## src/rtl/counter_cmd_seq_if.sv

```systemverilog
// Command handshake bundle between an upstream command source and the
// counter command sequencer: valid/ready plus opcode and argument.
interface counter_cmd_seq_if #(
  parameter int W = 8
);
  logic         cmd_valid;
  logic         cmd_ready;
  logic [1:0]   cmd_op;
  logic [W-1:0] cmd_arg;

  modport master (
    output cmd_valid,
    output cmd_op,
    output cmd_arg,
    input  cmd_ready
  );

  modport slave (
    input  cmd_valid,
    input  cmd_op,
    input  cmd_arg,
    output cmd_ready
  );
endinterface

```

## src/rtl/counter_cmd_seq.sv

```systemverilog
// Command sequencer feeding an 8-bit load/inc/dec/clear counter.
// Commands are queued in a small FIFO, INC/DEC are expanded into N counter
// operations, and between commands the counter is held by loading its own
// output back (the counter has no hold opcode).
module counter_cmd_seq #(
  parameter int DEPTH = 4,
  parameter int W     = 8
) (
  input  logic                 clk,
  input  logic                 rst,
  counter_cmd_seq_if.slave     cmd,
  input  logic [W-1:0]         cnt_q,
  output logic [1:0]           c,
  output logic [W-1:0]         din,
  output logic                 busy,
  output logic                 done
);

  localparam int AW = $clog2(DEPTH);

  localparam logic [1:0] OP_LOAD  = 2'b00;
  localparam logic [1:0] OP_INC   = 2'b01;
  localparam logic [1:0] OP_DEC   = 2'b10;
  localparam logic [1:0] OP_CLEAR = 2'b11;

  localparam logic [W-1:0] ONE = W'(1);

  typedef enum logic {S_IDLE, S_EXEC} state_t;

  // FIFO storage and pointers; pointers carry one extra wrap bit so that
  // full and empty can be told apart with equal low bits.
  logic [W+1:0] r_mem [DEPTH];
  logic [AW:0]  r_wr;
  logic [AW:0]  r_rd;

  logic         w_full;
  logic         w_empty;
  logic         w_push;
  logic         w_pop;
  logic [1:0]   w_head_op;
  logic [W-1:0] w_head_arg;
  logic         w_head_counts;

  state_t       r_state;
  state_t       w_state_nxt;

  logic [1:0]   op_r;
  logic [W-1:0] arg_r;
  logic [W-1:0] rem_r;
  logic         r_done;

  logic         w_counts;
  logic         w_last;

  assign w_empty       = (r_wr == r_rd);
  assign w_full        = (r_wr[AW] != r_rd[AW]) && (r_wr[AW-1:0] == r_rd[AW-1:0]);
  assign w_push        = cmd.cmd_valid && !w_full;
  assign cmd.cmd_ready = !w_full;

  assign w_head_op     = r_mem[r_rd[AW-1:0]][W+1:W];
  assign w_head_arg    = r_mem[r_rd[AW-1:0]][W-1:0];
  assign w_head_counts = (w_head_op == OP_INC) || (w_head_op == OP_DEC);

  // INC/DEC repeat; LOAD and CLEAR run exactly once (rem_r starts at 1).
  assign w_counts = (op_r == OP_INC) || (op_r == OP_DEC);
  // rem_r of 1 is the last issue cycle; 0 is the single hold cycle of a
  // zero-count INC/DEC. Either way this is the command's final EXEC cycle.
  assign w_last   = (rem_r <= ONE);

  assign busy = (r_state == S_EXEC) || !w_empty;
  assign done = r_done;

  // Write queued commands; the payload needs no reset, only the pointers do.
  always_ff @(posedge clk) begin
    if (w_push) begin
      r_mem[r_wr[AW-1:0]] <= {cmd.cmd_op, cmd.cmd_arg};
    end
  end

  // Advance FIFO pointers on push/pop; reset discards queued commands.
  always_ff @(posedge clk or posedge rst) begin
    if (rst) begin
      r_wr <= '0;
      r_rd <= '0;
    end else begin
      if (w_push) r_wr <= r_wr + 1'b1;
      if (w_pop)  r_rd <= r_rd + 1'b1;
    end
  end

  // FSM state register.
  always_ff @(posedge clk or posedge rst) begin
    if (rst) r_state <= S_IDLE;
    else     r_state <= w_state_nxt;
  end

  // Next state, pop decision and counter drive; default is hold (load cnt_q).
  always_comb begin
    w_state_nxt = r_state;
    w_pop       = 1'b0;
    c           = OP_LOAD;
    din         = cnt_q;
    case (r_state)
      S_IDLE: begin
        if (!w_empty) begin
          w_pop       = 1'b1;
          w_state_nxt = S_EXEC;
        end
      end
      S_EXEC: begin
        if (w_counts) begin
          if (rem_r != '0) begin
            c   = op_r;
            din = arg_r;
          end
        end else if (op_r == OP_LOAD) begin
          c   = OP_LOAD;
          din = arg_r;
        end else begin
          c   = OP_CLEAR;
          din = arg_r;
        end
        if (w_last) begin
          if (!w_empty) w_pop       = 1'b1;
          else          w_state_nxt = S_IDLE;
        end
      end
      default: w_state_nxt = S_IDLE;
    endcase
  end

  // Capture the popped command, or count down the remaining repeats.
  always_ff @(posedge clk or posedge rst) begin
    if (rst) begin
      op_r  <= OP_LOAD;
      arg_r <= '0;
      rem_r <= '0;
    end else if (w_pop) begin
      op_r  <= w_head_op;
      arg_r <= w_head_arg;
      rem_r <= w_head_counts ? w_head_arg : ONE;
    end else if ((r_state == S_EXEC) && (rem_r != '0)) begin
      rem_r <= rem_r - ONE;
    end
  end

  // done pulses in the cycle after a command's final EXEC cycle.
  always_ff @(posedge clk or posedge rst) begin
    if (rst) r_done <= 1'b0;
    else     r_done <= (r_state == S_EXEC) && w_last;
  end

endmodule

```

## src/flat_wrapper.sv

```systemverilog
// flat-port wrapper written by rule: the top's interface ports become plain ports
module counter_cmd_seq_flat 
#(
  parameter int DEPTH = 4,
  parameter int W     = 8
)
  (clk, rst, cnt_q, c, din, busy, done, cmd_cmd_valid, cmd_cmd_op, cmd_cmd_arg, cmd_cmd_ready);
  counter_cmd_seq_if #(.W(W)) cmd_i ();
  input  logic clk;
  input  logic rst;
  input  logic [W-1:0] cnt_q;
  output logic [1:0] c;
  output logic [W-1:0] din;
  output logic busy;
  output logic done;
  input wire logic [$bits(cmd_i.cmd_valid)-1:0] cmd_cmd_valid;
  input wire logic [$bits(cmd_i.cmd_op)-1:0] cmd_cmd_op;
  input wire logic [$bits(cmd_i.cmd_arg)-1:0] cmd_cmd_arg;
  output wire logic [$bits(cmd_i.cmd_ready)-1:0] cmd_cmd_ready;
  assign cmd_i.cmd_valid = cmd_cmd_valid;
  assign cmd_i.cmd_op = cmd_cmd_op;
  assign cmd_i.cmd_arg = cmd_cmd_arg;
  assign cmd_cmd_ready = cmd_i.cmd_ready;
  counter_cmd_seq #(.DEPTH(DEPTH), .W(W)) u_core (.clk(clk), .rst(rst), .cmd(cmd_i), .cnt_q(cnt_q), .c(c), .din(din), .busy(busy), .done(done));
endmodule
```

## config.mk

```make
export PLATFORM = sky130hd
export DESIGN_NAME = counter_cmd_seq_flat
export DESIGN_NICKNAME = d
export VERILOG_FILES = /design/src/rtl/counter_cmd_seq_if.sv /design/src/rtl/counter_cmd_seq.sv /design/src/flat_wrapper.sv
export SDC_FILE = /design/constraint.sdc
export NUM_CORES = 1
export LEC_CHECK = 0
export ABC_CLOCK_PERIOD_IN_PS = 3450
export BUFFER_PORTS_ARGS = -buffer_cell sky130_fd_sc_hd__buf_2
export CORE_AREA = 2 2 74 76
export CTS_CLUSTER_DIAMETER = 120
export DETAILED_ROUTE_END_ITERATION = 8
export DIE_AREA = 0 0 76 78
export GPL_TIMING_DRIVEN = 0
export PLACE_DENSITY = 0.75
export SKIP_LAST_GASP = 1
export SYNTH_ARGS = -nofsm -noshare
export SYNTH_HDL_FRONTEND = slang
export SYNTH_SLANG_ARGS = --single-unit
export TNS_END_PERCENT = 50
```

## constraint.sdc

```tcl
create_clock -name clk -period 3.45 [get_ports clk]
set_input_delay 0.69 -clock clk [delete_from_list [all_inputs] [get_ports clk]]
set_output_delay 0.69 -clock clk [all_outputs]
set_load 0.005 [all_outputs]
```

After elaboration in Yosys (flattened, before gate mapping):

Memory sizes are Yosys's and may differ from the RTL's.
Cells that the tools add are included.

* reduce and logical (&&, ||, !) cells: 12
* bitwise operators: 1
* muxes and demuxes: 17
* magnitude comparators: 1
* equal/unequal tests: 7
* $add $sub $neg: 3

Operator list (number)
* 2-to-1 mux 8 bit: 6
* <= comparator 8 x 1 -> 1 bit (second input constant): 1
* 2-to-1 mux 2 bit: 4
* nonzero test 8 bit: 1
* subtractor 8 x 1 -> 8 bit (second input constant): 1
* adder 3 x 1 -> 3 bit (second input constant): 2
* 2-to-1 mux 1 bit: 5
* == test 2 x 1 -> 1 bit (second input constant): 2
* == test 2 bit (second input constant): 2
* logical AND 1 bit: 4
* case mux 1 bit (2 select lines): 2
* == test 3 bit: 1
* logical OR 1 bit: 3
* == test 2 bit: 1
* logical NOT 1 bit: 2
* logical NOT 2 bit: 1
* nonzero test 2 bit: 1
* inequality test 1 bit: 1
* inverter 1 bit: 1

* bits of input ports: 21
* memory bits (writable): 40
* output and inout port bits: 13
* register bits after elaboration: 26
* logic and storage cells: 49
* memories: 1

Memories
* u_core.r_mem: depth 4, width 10, rd ports 1, clocked after Yosys merged registers in 0, write ports 1, line counter_cmd_seq.sv:32 `logic [W+1:0] r_mem [DEPTH];`

Depth between registers and ports, before layout:

Gate-level depths: netlist (run 1).

* depth after elaboration: 6
* gate-level depth with buffers: 8
* gate-level depth less buffers: 6

Least setup slack after synthesis (run 1):

Ideal clock, no wire load.

* path type: register -> output
* start: register u_core.rem_r[0]
* end: output port din[0]
* arrival: 1.786 ns
* buffers on the path: 0
* path slack: 0.974 ns
* cell stages (with the launch flop): 6
* required time: 2.760 ns
* path through: dfrtp_1 > inv_1 > ha_1 > nor3b_1 > a31oi_1 > mux2_2

* word-level cells in the longest chain between the ends: 4

RTL lines
* start, declared: line counter_cmd_seq.sv:49 `logic [W-1:0] rem_r;`
* start signal, assigned: line counter_cmd_seq.sv:141 `rem_r <= w_head_counts ? w_head_arg : ONE;`
* start signal, assigned: line counter_cmd_seq.sv:143 `rem_r <= rem_r - ONE;`
* nonzero test 8 bit: line counter_cmd_seq.sv:112 `if (rem_r != '0) begin`
* 2-to-1 mux 8 bit: line counter_cmd_seq.sv:112
* 2-to-1 mux 8 bit: line counter_cmd_seq.sv:111 `if (w_counts) begin`
* 2-to-1 mux 8 bit: line counter_cmd_seq.sv:103 `case (r_state)`
* end, declared: line flat_wrapper.sv:13 `output logic [W-1:0] din;`

Every way passes these cells.

Final worst setup path (run 1):

* start: register u_core.rem_r[0]
* end: output port din[5]

The elaborated chain is that of the path after synthesis.

==> results of run 1 <==
where the power goes:
part / total, mW / leakage (nW) / switching (mW) / internal (mW)
Clock: 0.708 / 0.113 / 0.301 / 0.407
Combinational: 1.13 / 0.560 / 0.600 / 0.533
Sequential: 1.26 / 0.679 / 0.153 / 1.10
per-stage QoR:
step	std cells	setup WS (ns)	util	hold WS, ns	instance area [µm²]
after CTS	314	0.04303	0.6831	0.4984	3445
final	314	0.3878	0.6844	0.4921	3451
after detailed placement	298	0.4202	0.6402	0.4764	3228
after global routing	314	0.1280	0.6844	0.5199	3451
after floorplan	195	0.9738	-	0.4522	2975
after global placement	298	0.4863	0.6402	0.4707	3228
cell type report:
cell class,count,area share
plain buffers,7,0.01269
clock buffers,9,0.03590
clock inverters,7,0.02683
inverters,10,0.01088
multi-input cells,112,0.3038
flip-flops and latches,66,0.5366
well taps,70,0.02538
repair buffers,33,0.04786
sequential cells by signal, summed over array words and instances, names as in the netlist:
signal	cells
u_core.done	1
u_core.arg_r	8
u_core.r_state	1
u_core.op_r	2
u_core.r_mem	40
u_core.r_wr	3
u_core.rem_r	8
u_core.r_rd	3
per-layer routing:
| layer | GRT usage | wire length, µm | part of all wire |
|---|---|---|---|
| met5 | 0 | 0 | 0 |
| met4 | 0.08727 | 58 | 0.011 |
| met1 | 0.2486 | 2360 | 0.46 |
| met2 | 0.3107 | 2616 | 0.51 |
| met3 | 0.05000 | 143 | 0.028 |
layout by cell type (no fill, tap or decap), types with 3 or more instances in the layout:
cell type  Yosys  final
dfrtp_1       26     26
and2_1         5      5
o31ai_1        3      3
nor2_1         4      4
nand4_1        8      8
nand2_1        3      3
nand3_1        6      6
nor3_1         3      3
o21ai_0        9      9
clkbuf_1       3      3
a21oi_1        4      4
mux4_2        10     10
edfxtp_1      40     40
xor2_1         5      5
ha_1           8      8
inv_1         10     10
buf_2          2     35
xnor2_1        8      8
mux2_2        17     17
clkinv_2       0      3
clkbuf_8       0      9
worst paths after layout:
kind | start | end | slack [ns] | depth (start not counted)
min in group asynchronous | rst | u_core.arg_r[0]$_DFFE_PP0P_ | 0.58 | 2
max in group asynchronous | rst | u_core.arg_r[2]$_DFFE_PP0P_ | 2.27 | 2
setup reg to reg | u_core.rem_r[4]$_DFFE_PP0P_ | u_core.arg_r[0]$_DFFE_PP0P_ | 1.07 | 6
hold / removal | u_core.arg_r[0]$_DFFE_PP0P_ | u_core.arg_r[0]$_DFFE_PP0P_ | 0.49 | 1
hold reg to reg | u_core.arg_r[0]$_DFFE_PP0P_ | u_core.arg_r[0]$_DFFE_PP0P_ | 0.49 | 1
setup / recovery | u_core.rem_r[0]$_DFFE_PP0P_ | din[5] | 0.39 | 6
cell families after synthesis:
family          Yosys count  share of synthesized area
buf+inv                  17                    0.02733
simple gates             38                    0.07317
mux                      29                     0.1472
xor+xnor                 13                    0.03827
flops                    66                     0.6224
fa+ha+maj                 8                    0.03364
compound gates           24                    0.05803
worst max-delay path: stages (launching register included):
cell and delay, ns:
dfrtp_1 0.45, inv_1 0.07, ha_1 0.23, nor3b_1 0.19, a31oi_2 0.58, mux2_2 0.40, buf_2 0.13
timing repair:
item,4_1_cts,5_1_grt
endpoints found under the setup margin,0,10
gates resized for setup,0,1
hold buffers,0,0
==> metrics.md, run 1 <==
| Metric | Value |
|---|---|
| Core area | `5042 µm²` |
| EDFF count, synth | `40` |
| DR pass1 iterations | `4` |
| Post-synthesis cell area | `2975 µm²` |
| Final count of negative-setup-slack endpoints | `0` |
| Number of DRC markers in iteration 0 | `101` |
| Synth cell types | `36` |
| Global Route Usage Sum | `0.1926` |
| Top-count cell post-synth | `edfxtp_1` |
| Max-Slew Margin vs Limit | `0.3416` |
| CTS tree | `built` |
| Total Power | `3.096 mW` |
| Max Cap Viol | `0` |
| Fraction of registers with async set/reset | `0.3939` |
| Critical path endpoint category | `output port` |
| CTS root buf | `clkbuf_8` |
| Number of I/O pins | `34` |
| Global-route wire length before repair | `8445 µm` |
| CTS Buf Count | `9` |
| GRT overflow | `0` |
| Reg area | `1852 µm²` |
| Crit Path Max Fanout | `9` |
| Final WL | `5179 µm` |
| Layout cell share with drive strength beyond 1 | `0.3402` |
| DRC viols | `0` |
| Cell taking the most area after synthesis | `edfxtp_1` |
| RePlAce Congestion | `0.8411` |
| Width of the die | `76 µm` |
| Worst Skew | `0.005758 ns` |
| Setup TNS | `0 ns` |
| Worst-margin pin slew | `0.9865 ns` |
| Via count | `1732` |
| Slew Viols, Final | `0` |
| Pwr dens | `897.2 nW/µm²` |
| DRT antenna net count | `0` |
| Kind of critical path | `reg2out` |
| Post-synthesis cell count | `195` |
| Clock buffer depth | `2` |
| Nets | `268` |
| Antenna Cells | `0` |
| Required time worst endpoint | `2.76 ns` |
| Min Tclk post-route | `3.062 ns` |
| Final Hold Vio Count | `0` |
| Layout area overhead | `15.98%` |
| DPL Wire Length | `3582 µm` |
| CP startpoint kind | `flip-flop` |
| IO buf count | `33` |
| Largest net degree at the start of global routing | `27` |
| Area of the multi-input gates | `1049 µm²` |
| Unrepaired setup endpoints after global routing | `no` |
| Synth top area share | `0.4037` |
| Wirelength per Cell | `16.49 µm` |
| Peak VDD IR | `0.5814 mV` |
| Synth Flop Type | `edfxtp_1` |
| Share of the yosys chip area belonging to registers | `0.6224` |
| Initial antenna violation count | `0` |
| CP arrival | `2.37 ns` |
| P_leak | `1.352 nW` |
| Synthesized Nets | `224` |
| Fmax | `326.6 MHz` |
| Fin crit share | `0.8876` |
| Initial core utilization | `0.5901` |
| Synth cell count leaders | `edfxtp_1, dfrtp_1, mux2_2` |
| # fillers | `353` |
| CTS Sinks | `66` |
| Die area | `5928 µm²` |
| H-Tree Depth | `3` |
| Register bit count reported by yosys | `66` |
| Synth Warn # | `0` |
| Clk_lat worst skew | `0.33 ns` |
| Largest cells by area after synthesis | `edfxtp_1, dfrtp_1, mux4_2` |
| Vias per cell | `5.516` |
| Hold Path Class | `reg2reg` |
| Vias in the first global route | `1713` |
| Outcome | `finished, final reports clean` |
| Post-CTS setup repair buffer count | `0` |
| Std-Cell Rows | `26` |
| Die Y-Extent | `78 µm` |
| Avg Cell Area, Syn | `15.26 µm²` |
| Clock slew at reported path FFs | `0.07 ns` |
(Power assumes the default switching activity.)
==> run 2: changes to the inputs <==
- CORE_AREA: 2 2 74 76 -> 2 2 57 99
- DIE_AREA: 0 0 76 78 -> 0 0 59 101
==> run 2 against run 1 <==
  * Via count rose by 1.4%
  * Maximum frequency fell by 2.1%
  * Wire length rose by 4.1%
  * Clock power fell by 19%
  * Worst setup slack got worse by 0.067 ns
  * Worst hold slack improved by 0.0032 ns
  * Register-to-register slack improved by 0.02 ns
==> metrics.md, run 2 (same netlist as run 1, synthesis figures left out) <==
| Metric | Value |
|---|---|
| Outcome | `finished, final reports clean` |
| Die area | `5959 µm²` |
| Hold Path Stages | `1` |
| Cells along the critical path | `inv_1 > ha_1 > nor3b_1 > a31oi_2 > mux2_2 > buf_2` |
| Pre-CTS WS | `0.3495 ns` |
| Clock power share | `0.192` |
| Hold Path Class | `reg2reg` |
| Max Cap Viol | `0` |
| DRC viols | `0` |
| Peak VDD IR | `0.4656 mV` |
| Layout Cells excl Fill | `299` |
| DR pass1 iterations | `4` |
| Setup TNS | `0 ns` |
| DRT antenna net count | `0` |
| CTS tree | `built` |
| Setup crit end | `din[5]` |
| CP startpoint kind | `flip-flop` |
| Reg power frac | `0.424` |
| Global Route Usage Sum | `0.2145` |
| Clock slew at reported path FFs | `0.07 ns` |
| # fillers | `393` |
| Antenna Cells | `0` |
| Max FFs per register | `40` |
| Critical path endpoint category | `output port` |
| IO buf count | `33` |
| Fmax | `319.6 MHz` |
| Worst Skew | `0.008284 ns` |
| Reg2Reg Launch Point | `u_core.rem_r[4]$_DFFE_PP0P_` |
| Switching Fraction | `0.3609` |
| Commonest non-fill, non-tap cell in the layout | `edfxtp_1` |
| Worst-margin pin slew | `1.005 ns` |
| Nets | `268` |
| GRT overflow | `0` |
| Final Hold Vio Count | `0` |
| Clk_lat worst skew | `0.35 ns` |
| CP max-delay cell | `a31oi_2` |
| Initial core utilization | `0.5758` |
| Std-Cell Rows | `35` |
| Internal Pwr Total | `1.900 mW` |
| Layout cell share with drive strength beyond 1 | `0.3361` |
| Vias in the first global route | `1827` |
| Slew Viols, Final | `0` |
| Die Y-Extent | `101 µm` |
| CTS Buf Count | `9` |
| Total Power | `2.974 mW` |
| Vias per cell | `5.876` |
| Largest net degree at the start of global routing | `27` |
| Via count | `1757` |
| Switching pwr | `1.073 mW` |
| Placed Cells | `283` |
| Layout area overhead | `13.96%` |
| Pwr dens | `877.0 nW/µm²` |
| Unrepaired setup endpoints after global routing | `no` |
| Initial antenna violation count | `0` |
| Core area | `5167 µm²` |
| Kind of critical path | `reg2out` |
| Number of DRC markers in iteration 0 | `110` |
| Final WL | `5389 µm` |
| H-Tree Depth | `3` |
| Post-CTS setup repair buffer count | `0` |
| P_leak | `1.326 nW` |
| Delay of the slowest critical-path stage | `0.61 ns` |
| Wirelength per Cell | `18.02 µm` |
| R2R depth | `6` |
| Hold Buf Count CTS | `0` |
| Crit path launch | `u_core.rem_r[0]$_DFFE_PP0P_` |
| Max-Slew Margin vs Limit | `0.3290` |
| CTS Sinks | `66` |
| Fin crit share | `0.9070` |
| Final WS setup | `0.3209 ns` |
| Width of the die | `59 µm` |
| Combinational share of power | `0.385` |
| Required time worst endpoint | `2.76 ns` |
| Crit Path Max Fanout | `9` |
| RePlAce Congestion | `0.8132` |
| Global-route wire length before repair | `8921 µm` |
| Most frequent cells in the layout | `edfxtp_1, buf_2, dfrtp_1` |
| CTS root buf | `clkbuf_8` |
| Number of I/O pins | `34` |
| End of the worst register-to-register path | `u_core.arg_r[0]$_DFFE_PP0P_` |
| Final count of negative-setup-slack endpoints | `0` |
| Flop-to-flop setup slack | `1.09 ns` |
| CP arrival | `2.44 ns` |
| Clock buffer depth | `2` |
| Min Tclk post-route | `3.129 ns` |
| DPL Wire Length | `3963 µm` |
[run 2: cell type report]
cell class / instances / area, µm² / share of cell area
plain buffers: 7 / 43.79 / 0.01292
clock buffers: 9 / 123.9 / 0.03653
clock inverters: 7 / 51.30 / 0.01513
inverters: 10 / 37.54 / 0.01107
multi-input cells: 112 / 1049 / 0.3092
flip-flops and latches: 66 / 1852 / 0.5461
well taps: 55 / 68.82 / 0.02030
repair buffers: 33 / 165.2 / 0.04871
[run 2: power by group through the flow]
stage / clock network, mW / logic (mW) / registers [mW]
after floorplan: 0 / 0.853 / 1.23
after global placement: 0 / 1.13 / 1.26
after detailed placement: 0 / 1.16 / 1.28
after CTS: 0.588 / 1.17 / 1.26
after global routing: 0.613 / 1.27 / 1.29
final: 0.571 / 1.14 / 1.26
[run 2: worst max-delay path: cells and delay by family (launching register included)]
family | cells | cell delay, ns
multiplexers | 1 | 0.42
AND/OR/NAND/NOR | 1 | 0.19
AO/OA/AOI/OAI | 1 | 0.61
adder cells (fa/ha/maj) | 1 | 0.22
buffers and inverters | 2 | 0.20
flip-flops | 1 | 0.45
[run 2: worst min path at each step]
| stage | startpoint | slack (ns) | end |
|---|---|---|---|
| after detailed placement | u_core.arg_r[0]$_DFFE_PP0P_ | 0.48 | u_core.arg_r[0]$_DFFE_PP0P_ |
| final | u_core.arg_r[0]$_DFFE_PP0P_ | 0.50 | u_core.arg_r[0]$_DFFE_PP0P_ |
| after floorplan | u_core.arg_r[0]$_DFFE_PP0P_ | 0.45 | u_core.arg_r[0]$_DFFE_PP0P_ |
| after global placement | u_core.arg_r[0]$_DFFE_PP0P_ | 0.46 | u_core.arg_r[0]$_DFFE_PP0P_ |
| after global routing | u_core.arg_r[0]$_DFFE_PP0P_ | 0.53 | u_core.arg_r[0]$_DFFE_PP0P_ |
| after CTS | u_core.arg_r[0]$_DFFE_PP0P_ | 0.50 | u_core.arg_r[0]$_DFFE_PP0P_ |
[run 2: metrics by stage]
step           area (µm²)  hold WS [ns]    util
2_1_floorplan        2975        0.4522       -
3_3_place_gp         3209        0.4626  0.6211
3_5_place_dp         3209        0.4823  0.6211
4_1_cts              3391        0.4984  0.6562
5_1_grt              3391        0.5344  0.6562
6_report             3391        0.4952  0.6562
[run 2: per-layer routing]
metal	share of wire	GRT usage	up-vias
met5	0	0	-
met4	0.030	0.1294	0
met3	0.028	0.04108	12
met2	0.58	0.3744	38
met1	0.36	0.2319	870
li1	-	-	837
[run 2: repair_timing]
item,4_1_cts,5_1_grt
hold endpoints to repair,0,0
endpoints found under the setup margin,3,0
resized for setup,1,0
